## src/rtl/core_s2_branch_resolver_if.sv

```systemverilog
// core_s2_branch_resolver_if: stage-2 branch inputs, fetch redirect handshake and stat outputs
interface core_s2_branch_resolver_if;
   logic        s2_valid;
   logic        s2_is_branch;
   logic        s2_is_jump;
   logic [31:0] s2_target;
   logic        cmp_result;
   logic        flush;
   logic        redirect_ready;
   logic        redirect_valid;
   logic [31:0] redirect_pc;
   logic        s2_stall;
   logic        kill_younger;
   logic        misaligned;
   logic [31:0] stat_resolved;
   logic [31:0] stat_taken;
   modport master (
      output s2_valid, s2_is_branch, s2_is_jump, s2_target, cmp_result, flush, redirect_ready,
      input  redirect_valid, redirect_pc, s2_stall, kill_younger, misaligned, stat_resolved, stat_taken
   );
   modport slave (
      input  s2_valid, s2_is_branch, s2_is_jump, s2_target, cmp_result, flush, redirect_ready,
      output redirect_valid, redirect_pc, s2_stall, kill_younger, misaligned, stat_resolved, stat_taken
   );
endinterface

```

## src/rtl/core_s2_branch_resolver.sv

```systemverilog
// core_s2_branch_resolver: stage-2 taken branch/jump -> fetch redirect; LETC_BRANCH_STATS_EN adds counters
module core_s2_branch_resolver (
   input logic clk,
   input logic rst_n,
   core_s2_branch_resolver_if.slave bus
);
   typedef enum logic {IDLE, PENDING} state_t;
   state_t      state;
   logic        kill_q, mis_q, taken, aligned, hs;
   logic [31:0] pc_q;
   assign bus.s2_stall       = state == PENDING;
   assign taken              = bus.s2_valid & ~bus.s2_stall & ~bus.flush &
                               (bus.s2_is_jump | (bus.s2_is_branch & bus.cmp_result));
   assign aligned            = bus.s2_target[1:0] == 2'b00;
   assign bus.redirect_valid = bus.s2_stall & ~bus.flush;
   assign bus.redirect_pc    = pc_q;
   assign hs                 = bus.redirect_valid & bus.redirect_ready;
   assign bus.kill_younger   = kill_q & ~bus.flush;
   assign bus.misaligned     = mis_q & ~bus.flush;
   always_ff @(posedge clk) begin
      if (!rst_n) begin
         state  <= IDLE;
         pc_q   <= '0;
         kill_q <= 1'b0;
         mis_q  <= 1'b0;
      end else begin
         kill_q <= taken & aligned;
         mis_q  <= taken & ~aligned;
         if (taken & aligned) pc_q <= bus.s2_target;
         state  <= (state == IDLE) ? ((taken & aligned) ? PENDING : IDLE)
                                   : ((bus.flush | hs) ? IDLE : PENDING);
      end
   end
`ifdef LETC_BRANCH_STATS_EN
   logic        acc;
   logic [31:0] res_q, tak_q;
   assign acc = bus.s2_valid & ~bus.s2_stall & ~bus.flush & (bus.s2_is_branch | bus.s2_is_jump);
   always_ff @(posedge clk) begin
      if (!rst_n) begin
         res_q <= '0;
         tak_q <= '0;
      end else begin
         res_q <= res_q + 32'(acc);
         tak_q <= tak_q + 32'(hs);
      end
   end
   assign bus.stat_resolved = res_q;
   assign bus.stat_taken    = tak_q;
`else
   assign bus.stat_resolved = '0;
   assign bus.stat_taken    = '0;
`endif
endmodule

```

## src/flat_wrapper.sv

```systemverilog
// flat-port wrapper written by rule: the top's interface ports become plain ports
module core_s2_branch_resolver_flat 
  (clk, rst_n, bus_s2_valid, bus_s2_is_branch, bus_s2_is_jump, bus_s2_target, bus_cmp_result, bus_flush, bus_redirect_ready, bus_redirect_valid, bus_redirect_pc, bus_s2_stall, bus_kill_younger, bus_misaligned, bus_stat_resolved, bus_stat_taken);
  core_s2_branch_resolver_if bus_i ();
  input logic clk;
  input logic rst_n;
  input wire logic [$bits(bus_i.s2_valid)-1:0] bus_s2_valid;
  input wire logic [$bits(bus_i.s2_is_branch)-1:0] bus_s2_is_branch;
  input wire logic [$bits(bus_i.s2_is_jump)-1:0] bus_s2_is_jump;
  input wire logic [$bits(bus_i.s2_target)-1:0] bus_s2_target;
  input wire logic [$bits(bus_i.cmp_result)-1:0] bus_cmp_result;
  input wire logic [$bits(bus_i.flush)-1:0] bus_flush;
  input wire logic [$bits(bus_i.redirect_ready)-1:0] bus_redirect_ready;
  output wire logic [$bits(bus_i.redirect_valid)-1:0] bus_redirect_valid;
  output wire logic [$bits(bus_i.redirect_pc)-1:0] bus_redirect_pc;
  output wire logic [$bits(bus_i.s2_stall)-1:0] bus_s2_stall;
  output wire logic [$bits(bus_i.kill_younger)-1:0] bus_kill_younger;
  output wire logic [$bits(bus_i.misaligned)-1:0] bus_misaligned;
  output wire logic [$bits(bus_i.stat_resolved)-1:0] bus_stat_resolved;
  output wire logic [$bits(bus_i.stat_taken)-1:0] bus_stat_taken;
  assign bus_i.s2_valid = bus_s2_valid;
  assign bus_i.s2_is_branch = bus_s2_is_branch;
  assign bus_i.s2_is_jump = bus_s2_is_jump;
  assign bus_i.s2_target = bus_s2_target;
  assign bus_i.cmp_result = bus_cmp_result;
  assign bus_i.flush = bus_flush;
  assign bus_i.redirect_ready = bus_redirect_ready;
  assign bus_redirect_valid = bus_i.redirect_valid;
  assign bus_redirect_pc = bus_i.redirect_pc;
  assign bus_s2_stall = bus_i.s2_stall;
  assign bus_kill_younger = bus_i.kill_younger;
  assign bus_misaligned = bus_i.misaligned;
  assign bus_stat_resolved = bus_i.stat_resolved;
  assign bus_stat_taken = bus_i.stat_taken;
  core_s2_branch_resolver u_core (.clk(clk), .rst_n(rst_n), .bus(bus_i));
endmodule
```

## config.mk

```make
export PLATFORM = sky130hd
export DESIGN_NAME = core_s2_branch_resolver_flat
export DESIGN_NICKNAME = d
export VERILOG_FILES = /design/src/rtl/core_s2_branch_resolver_if.sv /design/src/rtl/core_s2_branch_resolver.sv /design/src/flat_wrapper.sv
export SDC_FILE = /design/constraint.sdc
export NUM_CORES = 1
export LEC_CHECK = 0
export ABC_AREA = 1
export CORE_ASPECT_RATIO = 0.5
export CORE_MARGIN = 2
export CORE_UTILIZATION = 25
export DETAILED_ROUTE_END_ITERATION = 8
export HOLD_SLACK_MARGIN = 0.03
export PLACE_DENSITY_LB_ADDON = 0.2
export SYNTH_ARGS = -nofsm -noshare
export SYNTH_HDL_FRONTEND = slang
export SYNTH_SLANG_ARGS = --single-unit
export TNS_END_PERCENT = 1
```

## constraint.sdc

```tcl
create_clock -name clk -period 1.2 [get_ports clk]
set_input_delay 0.12 -clock clk [delete_from_list [all_inputs] [get_ports clk]]
set_output_delay 0.12 -clock clk [all_outputs]
set_load 0.01 [all_outputs]
```

==> qor.yml <==
route:
  drt_iter0_markers: 76
  drt_pass1_iterations: 4
  finalWirelength_um: 5190
  via_per_inst: 3.60
  wl_per_cell_um: 9.47
  final_antenna_net_count: 0
  vias: 1974
  drc_errors: 0
min_path:
  hold_end: "u_core.bus.redirect_pc[0]"
  hold_path.class: "register to register"
  hold_depth: 2
  hp-start: "u_core.bus.redirect_pc[0]"
grt:
  grt_util_met2: 0.186
  first_global_vias: 1712
  met1_usage: 0.117
  gr-total-overflow: 0
  grt_first_pass_wirelength_um: 8180
  grt_max_degree: 23
  antenna_found_initial: 0
  gr-usage-met3: 0.0314
  grt_use_total: 0.102
  grt.busiest_layer: "met2"
cells_and_area:
  final-instance-count-excl-fill: 548
  finish.net_count: 470
  fin_area_sq_mm: 0.00311
  syn_to_final_growth_pct: 37.6
  antennaDiodeCount: 0
  drive_above_1_share: 0.0905
placement:
  gp_congestion: 0.680
  dp_hpwl_um: 3850
  dp.cells: 540
  placed_area_sq_mm: 0.00296
  numPortBuffers: 75
logic_synthesis:
  yosysUniqueCellTypes: 17
  yosys.area.top_type: "dfxtp_1"
  avgSynthCellArea_sq_um: 6.46
  ys_top_cells_by_area: "dfxtp_1 (31%), buf_4 (21%), inv_1 (16%)"
  syn_area_sq_mm: 0.00226
  synth_seq_cells: 35
  syn_inst: 350
  synth_seq_area_share: 0.310
  ys_warn_count: 0
  synth_top_area_share: 0.310
worst_setup_path:
  cp.arrival_ns: 1.37
  worstPathMaxFanout: 6
  worstSetupStartpointType: "register"
  crit_required_ns: 1.42
  rr_startpoint: "u_core.bus.s2_stall"
  end_kind: "register"
  reg2reg_to: "u_core.bus.redirect_pc[9]"
  worstSetupPathType: "register to register"
  r2r_slack_ns: 0.04
  reg2regPathDepth: 8
cts:
  htreeDepth: 2
  hold_buffers: 0
  cts_num_sinks: 35
  cts_buffer_depth: 2
  insertion_delay_ns: 0.28
  cts_tree: "built"
  cts_root_buffer: "clkbuf_16"
  path_clk_slew_ns: 0.06
  numCtsBuffers: 5
  cts_setup_buffers: 0
pwr:
  ir_worst_vdd_mv: 0.687
  total_power_uw: 3250
  power-per-cell-area_mw_per_mm2: 1050
  leakage_uw: 0.00179
die:
  die-width_um: 138
  ios: 140
  fp.dieArea_sq_mm: 0.00987
  start_util: 0.259
  core-area_sq_mm: 0.00874
  rows: 24
  die_y_um: 71.2
timing:
  rsz0062_at_grt: "true"
  clock_skew_ns: 0.00435
  fin_crit_ns: 1.16
  max_freq_ghz: 0.864
  setup_viol_count_final: 0
  maxSlewViolCount: 0
  timing.final.crit_share: 0.964
  finalHoldViolCount: 0
  timing.setup.tns_ns: 0
status:
  status: "finished clean"
flow_run:
  cap_violations: 0
==> cells in the mapped netlist <==
master	count
buf_1	2
buf_2	9
buf_4	64
buf_6	3
clkbuf_1	2
conb_1	1
dfxtp_1	35
inv_1	96
inv_2	1
nand2_1	64
nand3_1	3
nand3_4	1
nand4_1	30
nor2_1	36
nor2_2	1
nor2_4	1
o21ai_1	1
==> cells in the final DEF (no fill, tap or decap) <==
cell             instances
inv_1                   96
conb_1                  64
nand2_1                 54
clkdlybuf4s50_1         38
nor2_1                  36
dlygate4sd2_1           35
dfxtp_1                 34
nand4_1                 30
buf_4                   13
nand2_2                 10
clkbuf_16                5
nand3_1                  3
buf_12                   2
inv_2                    1
nor2_4                   1
nor2_2                   1
nand3_4                  1
o21ai_1                  1
clkinv_2                 1
clkbuf_8                 1
bufinv_16                1
dlymetal6s2s_1           1
clkbuf_2                 1
dfxtp_2                  1
==> flip-flops by register name (all words and copies together), names as in the netlist <==
register / count
u_core.bus.redirect_pc: 32
u_core.kill_q: 1
u_core.mis_q: 1
u_core.bus.s2_stall: 1
==> critical path: stages (launching register included) <==
cell	delay, ns
dfxtp_2	0.32
inv_2	0.05
nand2_2	0.05
nor2_4	0.17
nand3_4	0.13
buf_4	0.18
nand2_1	0.05
inv_1	0.03
nor2_1	0.10
==> power by group <==
| group | switching (uW) | total (uW) | internal, uW |
|---|---|---|---|
| sequential | 12.4 | 1200 | 1190 |
| combinational | 298 | 523 | 225 |
| clock | 493 | 1530 | 1030 |
| total | 804 | 3250 | 2450 |
==> layer usage <==
metal  vias up  routed length [um]
li1       1041                   -
met4         0                  67
met5         -                   0
met1       851                2220
met2        76                2500
met3         6                 402
==> kinds of logic (layout without fill, tap and decap cells) <==
kind of cell	after synthesis	after routing	synth area share
buf+inv	177	195	0.415
simple gates	136	136	0.271
flops	35	35	0.310
other cells	1	64	0.00166
compound gates	1	1	0.00221
==> area by class of cell <==
type | instances | area, sq um
fill | 968 | 5630
multi-input combinational | 201 | 883
timing repair buffer | 90 | 842
sequential | 35 | 702
inverter | 97 | 364
tap | 117 | 146
clock buffer | 6 | 139
clock inverter | 2 | 35.0
==> through the flow <==
stage	worst slack, ns	util	hold slack, ns
after CTS	-0.155	0.353	0.460
after global routing	-0.0816	0.356	0.482
after global placement	-0.254	0.338	0.440
after floorplan	0.134	-	0.287
final	0.0432	0.356	0.457
after detailed placement	-0.264	0.338	0.449
==> worst max-delay path by stage <==
stage / startpoint / to / depth (start not counted)
2_1_floorplan: u_core.bus.s2_stall / u_core.bus.redirect_pc[5] / 8
3_3_place_gp: bus_flush / bus_redirect_valid / 3
3_5_place_dp: bus_flush / bus_redirect_valid / 3
4_1_cts: u_core.kill_q / bus_kill_younger / 3
5_1_grt: u_core.bus.s2_stall / u_core.bus.redirect_pc[9] / 8
6_report: u_core.bus.s2_stall / u_core.bus.redirect_pc[9] / 8
==> timing repair <==
action | 4_1_cts | 5_1_grt
setup endpoints to repair | 36 | 33
pin swaps | 1 | 11
gates resized for setup | 36 | 14
Note: power is estimated with default switching activity, not from simulation.
==> edit: new RTL, same flow settings <==
Add a define of `LETC_BRANCH_STATS_EN`.
--- a/src/rtl/core_s2_branch_resolver.sv
+++ b/src/rtl/core_s2_branch_resolver.sv
@@ -1,4 +1,6 @@
 // core_s2_branch_resolver: stage-2 taken branch/jump -> fetch redirect; LETC_BRANCH_STATS_EN adds counters
+`define LETC_BRANCH_STATS_EN
+
 module core_s2_branch_resolver (
    input logic clk,
    input logic rst_n,
Behaviour: not the same (a bounded check fails within 4 cycles, from zero or initial values and one cycle with rst_n low).
==> edit against the unedited design <==
- setup slack got worse by 630 ps
- wire length grew to 2.9 times the old value
- power rose by 120%
- highest routed layer unchanged
- core utilization grew 4.8 points
- sequential share of layout area up 5.3 points
- the run now ends with negative setup slack left
- clock skew increased by 4.1 ps
- non-clock buffer count is 142 higher
- fmax down 35%
- design area up 140%
- sequential cell count up 64
- final cell count up 110%
- area after synthesis increased by 110%
==> edit: results (changes against the unedited design) <==
Count of cell types in the netlist = 29 (was 17)
Global-route wire length before repair = 24.1 mm (was 8.18 mm)
Final setup viols = 98 (was 0)
Syn Inst Count = 671 (was 350)
Total detailed-routing wirelength = 14.8 mm (was 5.19 mm)
Count of filler cells inserted in the layout = 1,919 (was 968)
Vias in the first global route = 4,801 (was 1,712)
Share of the yosys chip area belonging to registers = 42.2% (was 31.0%)
Hold_ws = 145 ps (was 457 ps)
Depth of the CTS H-tree = 3 (was 2)
Fraction of layout instances using a drive strength above 1 = 30.4% (was 9.05%)
Final core occ = 40.4% (was 35.6%)
Net total in the final layout = 935 (was 470)
Arrival time worst endpoint = 2040 ps (was 1370 ps)
Total via count after detailed routing = 4,977 (was 1,974)
Final worst slack = -587 ps (was 43.2 ps)
Number of cells on the worst reg-to-reg path = 13 (was 8)
Number of CTS-inserted buffers = 9 (was 5)
Failing checks = negative setup slack
Hold path start = rst_n (was u_core.bus.redirect_pc[0])
Worst setup path end = u_core.bus.stat_resolved[20] (was u_core.bus.redirect_pc[9])
Hold crit path type = primary input to flop (was flop to flop)
Count of input and output buffers = 139 (was 75)
Number of buffers added for setup after CTS = 2 (was 0)
Placed cell area = 7030 um^2 (was 2960 um^2)
Clock tree skew after final layout = 8.49 ps (was 4.35 ps)
Reg clk slew, reported paths = 80 ps (was 60 ps)
P_leak = 3.19 nW (was 1.79 nW)
Post-DP HPWL = 10.8 mm (was 3.85 mm)
Synth top cells by count = 173 x nand2_1, 120 x nor2_1, 99 x dfxtp_1 (was 96 x inv_1, 64 x buf_4, 64 x nand2_1)
Worst hold path endpoint = u_core.bus.stat_resolved[6] (was u_core.bus.redirect_pc[0])
Clk Latency, worst-skew pair = 350 ps (was 280 ps)
Cells taking the most area after synthesis = dfxtp_1 42%, nand2_1 14%, nor2_1 9.6%, a21oi_1 7.7%, nor2_4 4.3% (was dfxtp_1 31%, buf_4 21%, inv_1 16%, nand2_1 11%, nand4_1 8.3%)
Largest net degree at the start of global routing = 50 (was 23)
GP Congestion = 0.796 (was 0.680)
Hold depth = 3 (was 2)
Count of routing violations after the opening detailed-route iteration = 178 (was 76)
DR pass1 iterations = 6 (was 4)
Post-layout instance count excluding filler cells = 1,136 (was 548)
Worst setup slack after placement = -907 ps (was -264 ps)
Total negative slack for setup checks = -31,910 ps (was 0 ps)
Switching part of the total power = 23.7% (was 24.7%)
Combined global-route utilization of all metal layers = 15.2% (was 10.2%)
Result of the run = complete, but fails checks (was finished clean)
==> edit: power groups by stage <==
stage | Clock [mW] | Sequential (mW) | Combinational (mW)
4_1_cts | 3.41 | 3.30 | 0.454
3_5_place_dp | 0 | 3.39 | 0.454
5_1_grt | 3.55 | 3.31 | 0.495
2_1_floorplan | 0 | 3.40 | 0.177
6_report | 3.31 | 3.30 | 0.456
3_3_place_gp | 0 | 3.39 | 0.453
==> edit: kinds of logic (layout without fill, tap and decap cells) <==
| family | Yosys count | in the layout | share of synthesized area (%) |
|---|---|---|---|
| AO/OA/AOI/OAI | 86 | 86 | 9.48 |
| XOR/XNOR | 6 | 6 | 1.12 |
| adder cells (fa/ha/maj) | 4 | 4 | 1.06 |
| buffers and inverters | 68 | 293 | 5.75 |
| flip-flops | 99 | 99 | 42.2 |
| AND/OR/NAND/NOR | 408 | 408 | 40.4 |
==> edit: layer usage <==
metal | routed length [um] | vias to the layer above | GRT usage [%] | share of wire, %
li1 | - | 2604 | - | -
met4 | 99 | 0 | 2.78 | 0.67
met1 | 7160 | 2277 | 19.5 | 48
met3 | 949 | 8 | 5.69 | 6.4
met5 | 0 | - | 0 | 0
met2 | 6600 | 88 | 24.7 | 45
==> edit: worst max-delay path: stages (launching register included) <==
cell	delay [ps]
dfxtp_2	340
inv_4	70
nand2_4	50
nor2_4	80
o21a_1	170
ha_4	150
ha_4	140
nand2_4	50
nor2_4	150
nand2_4	120
nor2_4	160
nand3_1	90
nand2_1	60
nor2_1	40
==> edit: layout make-up <==
type / count / area share (%)
Timing Repair Buffer: 232 / 26.5
Sequential cell: 99 / 27.9
Clock buffer: 9 / 3.03
Inverter: 45 / 2.31
Tap cell: 240 / 4.04
Clock inverter: 7 / 1.45
Multi-Input combinational cell: 504 / 34.8
